[src/rtl/carfield_pkg.sv]
// Shared types and helpers for the Carfield reset/boot-strap sequencer.
// Latency: n/a (types only).
// Backpressure: n/a.
package carfield_pkg;

  // Cause of the most recent reset, as reported to software.
  typedef enum logic [1:0] {
    RstPor = 2'd0,
    RstSw  = 2'd1,
    RstWdt = 2'd2
  } rst_cause_e;

  // Sequencer phases: strap sampling, reset hold, PHY release delay, normal run.
  typedef enum logic [1:0] {
    StSample = 2'd0,
    StHold   = 2'd1,
    StRelPhy = 2'd2,
    StRun    = 2'd3
  } rst_seq_state_e;

  // Straps are {test_mode, boot_mode[1:0]}.
  localparam int unsigned StrapW = 3;

  // Largest of three cycle counts; sizes the shared phase counter.
  function automatic int unsigned max3(input int unsigned a, input int unsigned b,
                                       input int unsigned c);
    int unsigned m;
    m = a;
    if (b > m) m = b;
    if (c > m) m = c;
    return m;
  endfunction

endpackage

[src/rtl/carfield_rst_seq_sync.sv]
// Two-flop synchronizer for asynchronous strap pads, parametric width.
// Latency: 2 cycles from pad to q_o.
// Backpressure: none; samples every cycle.
module carfield_rst_seq_sync #(
  parameter int unsigned Width = 1
) (
  input  logic             clk_i,
  input  logic             rst_i,
  input  logic [Width-1:0] d_i,
  output logic [Width-1:0] q_o
);

  logic [Width-1:0] meta_q, meta_d;
  logic [Width-1:0] sync_q, sync_d;

  // Next values: shift the pad value through two stages.
  always_comb begin
    meta_d = d_i;
    sync_d = meta_q;
  end

  // Synchronizer flops, cleared by the power-on reset.
  always_ff @(posedge clk_i) begin
    if (rst_i) begin
      meta_q <= '0;
      sync_q <= '0;
    end else begin
      meta_q <= meta_d;
      sync_q <= sync_d;
    end
  end

  assign q_o = sync_q;

endmodule

[src/rtl/carfield_rst_seq.sv]
// Reset/boot-strap sequencer in front of the Carfield SoC: strap settle, reset hold, staged PHY release, warm reset.
// Latency: HOLD after SettleCycles stable samples; SoC reset held HoldCycles; PHY released PhyDelayCycles later.
// Backpressure: none; warm requests outside RUN are dropped. CARFIELD_RST_SEQ_WDT_EN enables the watchdog request.
module carfield_rst_seq
  import carfield_pkg::*;
#(
  parameter int unsigned SettleCycles   = 8,
  parameter int unsigned HoldCycles     = 16,
  parameter int unsigned PhyDelayCycles = 4
) (
  input  logic       clk_i,
  input  logic       rst_i,
  input  logic [1:0] boot_mode_pad_i,
  input  logic       test_mode_pad_i,
  input  logic       sw_rst_req_i,
  input  logic       wdt_rst_req_i,
  output logic       soc_rst_no,
  output logic       hyp_rst_phy_no,
  output logic [1:0] boot_mode_o,
  output logic       test_mode_o,
  output logic [1:0] rst_cause_o,
  output logic       busy_o
);

  // One counter serves all three timed phases, so size it for the longest.
  localparam int unsigned CntW = $clog2(max3(SettleCycles, HoldCycles, PhyDelayCycles) + 1);
  localparam logic [CntW-1:0] SettleMax = CntW'(SettleCycles);
  localparam logic [CntW-1:0] HoldLast  = CntW'(HoldCycles - 1);
  localparam logic [CntW-1:0] PhyLast   = CntW'(PhyDelayCycles - 1);
  localparam logic [CntW-1:0] CntOne    = CntW'(1);

  rst_seq_state_e    state_q, state_d;
  logic [CntW-1:0]   cnt_q, cnt_d, settle_cnt;
  logic [StrapW-1:0] sync_q;
  logic [StrapW-1:0] prev_q, prev_d;
  logic              sw_prev_q, sw_prev_d;
  logic [1:0]        boot_mode_q, boot_mode_d;
  logic              test_mode_q, test_mode_d;
  rst_cause_e        rst_cause_q, rst_cause_d;
  logic              soc_rst_n_q, soc_rst_n_d;
  logic              hyp_rst_n_q, hyp_rst_n_d;
  logic              busy_q, busy_d;
  logic              sw_rise;
  logic              wdt_req;

  carfield_rst_seq_sync #(
    .Width(StrapW)
  ) i_strap_sync (
    .clk_i(clk_i),
    .rst_i(rst_i),
    .d_i  ({test_mode_pad_i, boot_mode_pad_i}),
    .q_o  (sync_q)
  );

  // Software requests are levels; only a fresh rising edge counts.
  assign sw_rise = sw_rst_req_i & ~sw_prev_q;

`ifdef CARFIELD_RST_SEQ_WDT_EN
  assign wdt_req = wdt_rst_req_i;
`else
  // Watchdog port kept for a stable pinout but has no effect in this build.
  logic unused_wdt;
  assign unused_wdt = wdt_rst_req_i;
  assign wdt_req    = 1'b0;
`endif

  // History registers feeding the strap stability check and SW edge detect.
  always_comb begin
    prev_d    = sync_q;
    sw_prev_d = sw_rst_req_i;
  end

  // Next-state logic: phase timing, strap latching and warm-reset cause.
  always_comb begin
    state_d     = state_q;
    cnt_d       = cnt_q;
    settle_cnt  = cnt_q;
    boot_mode_d = boot_mode_q;
    test_mode_d = test_mode_q;
    rst_cause_d = rst_cause_q;
    unique case (state_q)
      StSample: begin
        // Any change on the synchronized straps restarts the settle window.
        if (sync_q != prev_q) begin
          settle_cnt = '0;
        end else if (cnt_q != SettleMax) begin
          settle_cnt = cnt_q + CntOne;
        end
        cnt_d = settle_cnt;
        if (settle_cnt == SettleMax) begin
          state_d                    = StHold;
          cnt_d                      = '0;
          {test_mode_d, boot_mode_d} = sync_q;
        end
      end
      StHold: begin
        if (cnt_q == HoldLast) begin
          state_d = StRelPhy;
          cnt_d   = '0;
        end else begin
          cnt_d = cnt_q + CntOne;
        end
      end
      StRelPhy: begin
        if (cnt_q == PhyLast) begin
          state_d = StRun;
          cnt_d   = '0;
        end else begin
          cnt_d = cnt_q + CntOne;
        end
      end
      StRun: begin
        // Watchdog outranks software; straps stay as latched at power-on.
        if (wdt_req) begin
          state_d     = StHold;
          cnt_d       = '0;
          rst_cause_d = RstWdt;
        end else if (sw_rise) begin
          state_d     = StHold;
          cnt_d       = '0;
          rst_cause_d = RstSw;
        end
      end
      default: begin
        state_d = StSample;
        cnt_d   = '0;
      end
    endcase
  end

  // Output decode from the next state so the reset pins are plain flops.
  always_comb begin
    soc_rst_n_d = (state_d == StRelPhy) || (state_d == StRun);
    hyp_rst_n_d = (state_d == StRun);
    busy_d      = (state_d != StRun);
  end

  // State, counter, history and output registers.
  always_ff @(posedge clk_i) begin
    if (rst_i) begin
      state_q     <= StSample;
      cnt_q       <= '0;
      prev_q      <= '0;
      sw_prev_q   <= 1'b0;
      boot_mode_q <= 2'b00;
      test_mode_q <= 1'b0;
      rst_cause_q <= RstPor;
      soc_rst_n_q <= 1'b0;
      hyp_rst_n_q <= 1'b0;
      busy_q      <= 1'b1;
    end else begin
      state_q     <= state_d;
      cnt_q       <= cnt_d;
      prev_q      <= prev_d;
      sw_prev_q   <= sw_prev_d;
      boot_mode_q <= boot_mode_d;
      test_mode_q <= test_mode_d;
      rst_cause_q <= rst_cause_d;
      soc_rst_n_q <= soc_rst_n_d;
      hyp_rst_n_q <= hyp_rst_n_d;
      busy_q      <= busy_d;
    end
  end

  assign soc_rst_no     = soc_rst_n_q;
  assign hyp_rst_phy_no = hyp_rst_n_q;
  assign boot_mode_o    = boot_mode_q;
  assign test_mode_o    = test_mode_q;
  assign rst_cause_o    = rst_cause_q;
  assign busy_o         = busy_q;

endmodule

[config.mk]
export PLATFORM = sky130hd
export DESIGN_NAME = carfield_rst_seq
export DESIGN_NICKNAME = d
export VERILOG_FILES = /design/src/rtl/carfield_pkg.sv /design/src/rtl/carfield_rst_seq_sync.sv /design/src/rtl/carfield_rst_seq.sv
export SDC_FILE = /design/constraint.sdc
export NUM_CORES = 1
export LEC_CHECK = 0
export BUFFER_PORTS_ARGS = -buffer_cell sky130_fd_sc_hd__buf_4
export CAP_MARGIN = 15
export CORE_AREA = 5 5 65 67
export CTS_BUF_LIST = sky130_fd_sc_hd__clkbuf_8
export CTS_CLUSTER_DIAMETER = 100
export DETAILED_ROUTE_END_ITERATION = 8
export DIE_AREA = 0 0 70 72
export GPL_ROUTABILITY_DRIVEN = 1
export SKIP_CTS_REPAIR_TIMING = 1
export SKIP_LAST_GASP = 1
export SLEW_MARGIN = 20
export SYNTH_ARGS = -nofsm -noshare
export SYNTH_HDL_FRONTEND = slang
export SYNTH_SLANG_ARGS = --single-unit
[constraint.sdc]
create_clock -name clk_i -period 3.44 [get_ports clk_i]
set_input_delay 0.344 -clock clk_i [delete_from_list [all_inputs] [get_ports clk_i]]
set_output_delay 0.344 -clock clk_i [all_outputs]
set_load 0.05 [all_outputs]
==> results.py <==
metrics = {
    "synthesis": {
        "ys_types": 36,
        "netlist_area_um2": 1100,
        "yosysWarnings": 0,
        "syn_inst": 122,
        "async_flop_share_pct": 0,
        "synth_fp_nets": 133,
        "synth_edf_count": 0,
        "avgSynthCellArea_um2": 9.04,
        "synth_ff_type": "dfxtp_1",
        "ys_seq_elements": 23,
        "yosysSeqAreaShare_pct": 41.8,
    },
    "finish": {
        "fin_nets": 144,
        "syn2layout_area_growth_pct": 15.0,
        "drive_gt1_share_pct": 19.7,
        "antenna_cells": 0,
        "finish.utilization_pct": 35.4,
        "fillers": 386,
        "stdcell_count": 180,
    },
    "worst_setup_path": {
        "worst_path_max_delay_cell": "dfxtp_1",
        "crit_top_cell": "ha_1",
        "critical_path_peak_fanout": 6,
        "cp-start-kind": "flop",
        "max_stage_delay_ps": 370,
        "path_cells": "ha_1 > nand3_1 > inv_1 > ha_1 > nand2_1 > nor3_2 > o211ai_1 > nor2_1 > mux2_2",
        "crit_type": "reg2reg",
        "cpLargestDelayFamily": "simple AND/OR/NAND/NOR gates",
        "endpoint_kind": "flop",
        "path_buf_inv": 1,
        "cp.required_ps": 3590,
        "cp_data_arrival_time_ps": 2430,
    },
    "power": {
        "p_leak_uw": 0.000491,
        "cellPowerDensity_nw_per_um2": 387,
        "ir_drop_uv": 251,
    },
    "drt": {
        "ant_nets": 0,
        "vias_per_cell": 4.74,
        "wl_per_cell_um": 11.6,
        "wl_met2_mm": 1.09,
        "drt-total-wl_mm": 2.09,
        "dr.pass1.iters": 4,
        "drc": 0,
        "dr.max_layer_used": "met4",
        "vias": 854,
        "wl_met3_um": 65,
        "wl_met1_um": 919,
        "drt-initial-drc-count": 23,
    },
    "clocking": {
        "clkLatencyLatePin_ps": 260,
        "cts_max_level": 1,
        "cts_tree": "yes",
        "clk_pin_slew_ps": 90,
        "cts_root_buf": "clkbuf_8",
        "clk_path_buf_depth": 2,
        "clock_sinks": 23,
        "numCtsBuffers": 3,
    },
    "floorplan": {
        "core_um2": 3580,
        "std_cell_rows": 22,
        "start_util_pct": 30.8,
        "die_width_um": 70,
        "ios": 15,
        "dieArea_um2": 5040,
        "die_h_um": 72,
    },
    "sta": {
        "finalCritPeriodShare_pct": 66.2,
        "fmax_mhz": 439,
        "setup_viol": 0,
        "tns_ps": 0,
        "worst_clock_skew_ps": 6.99,
        "fin_crit_ps": 2280,
        "worst_pin_slew_ps": 524,
        "hold_violations": 0,
        "slew_headroom_pct": 65.0,
        "rsz0062_at_grt": "no",
        "maxSlewViolCount": 0,
    },
    "min_path": {
        "hold_path.class": "in2reg",
    },
    "run": {
        "maxCapViolCount": 0,
    },
    "global_route": {
        "grt_max_degree": 23,
        "track_usage_pct": 8.79,
        "grt_overflow_total": 0,
        "grt_pass1_wl_mm": 3.71,
        "grt_pass1_vias": 881,
        "antenna_found_initial": 0,
    },
    "placement": {
        "portBuffers": 12,
        "placed_cells": 176,
        "place_hpwl_mm": 1.53,
        "place.gp.congestion": 0.847,
    },
    "status": {
        "run_status": "finished clean",
    },
}
-- placed cells by master (no fill, tap or decap), types with 2 or more instances in the layout --
cell type  netlist  layout
clkbuf_8         0       3
buf_4            1      12
ha_1             4       4
a31oi_1          2       2
dfxtp_1         23      23
or3_1            2       2
xnor2_1          5       5
mux2_2           3       3
nand2_1          5       5
a311oi_1         2       2
nor2_1           9       9
inv_1            7       7
nor2b_1         16      16
o21ai_0          6       6
nor3_1           2       2
nand3_1          5       5
a21oi_1          6       6
or4b_4           2       2
-- report_power, final --
part | switching (uW) | leakage, uW | internal [uW]
combinational | 25.0 | 0.000281 | 18.4
sequential | 5.10 | 0.000187 | 273
clock | 86.7 | 0.0000217 | 81.8
total | 117 | 0.000491 | 373
-- path summary, 6_finish.rpt --
kind | start | end | depth (start not counted) | slack, ps
max reg2reg | cnt_q[0] | boot_mode_o[1] | 9 | 1160
min reg2reg | i_strap_sync.meta_q[1] | i_strap_sync.q_o[1] | 1 | 450
min | boot_mode_pad_i[0] | i_strap_sync.meta_q[0] | 2 | 280
max | cnt_q[0] | boot_mode_o[1] | 9 | 1160
-- metal layers --
layer / global-route usage, % / vias up
met4: 4.04 / 0
met1: 10.2 / 407
met2: 15.6 / 12
li1: - / 433
met5: 0 / -
met3: 1.80 / 2
-- area by class of cell --
class	count	area [um^2]	share of cell area [%]
well taps	48	60.1	4.74
flip-flops and latches	23	460	36.3
inverters	8	30.0	2.37
clock inverters	1	7.51	0.592
clock buffers	3	41.3	3.26
multi-input cells	85	578	45.6
repair buffers	12	90.1	7.11
-- through the flow --
stage               cell area, um^2  hold WS (ps)  setup WS (ps)  power, uW
floorplan                      1100           414           1450        316
global placement               1220           418           1210        326
detailed placement             1220           429           1180        327
CTS                            1270           276           1160        498
global route                   1270           280           1030        518
finish                         1270           282           1160        490
-- cells by family after synthesis --
kind of cell	Yosys count	synth area share, %
muxes	3	3.06
other	1	0.340
buffers and inverters	14	5.79
DFF	23	41.8
and+or+nand+nor	49	27.1
adders and majority gates	4	4.54
xor gates and xnor gates	6	4.77
AOI/OAI and AO/OA	22	12.6
-- sequential cells by signal, summed over array words and instances (netlist names) --
name	count
prev_q	3
test_mode_o	1
cnt_q	5
i_strap_sync.meta_q	3
busy_o	1
rst_cause_o	1
i_strap_sync.q_o	3
sw_prev_q	1
state_q	2
hyp_rst_phy_no	1
boot_mode_o	2
-- synthesized netlist by cell type, types with 2 or more instances --
library cell	instances	share of area [%]
clkbuf_1	4	1.4
a21oi_1	6	2.7
nor2_1	9	3.1
inv_1	7	2.4
ha_1	4	4.5
dfxtp_1	23	42
a31oi_1	2	1.1
nand2_1	5	1.7
a311oi_1	2	1.6
or3_1	2	1.1
nor3_1	2	0.91
nor2b_1	16	9.1
xnor2_1	5	4.0
or4b_4	2	2.5
nand3_1	5	2.3
o21ai_0	6	2.7
mux2_2	3	3.1
Note: power is estimated with default switching activity, not from simulation.
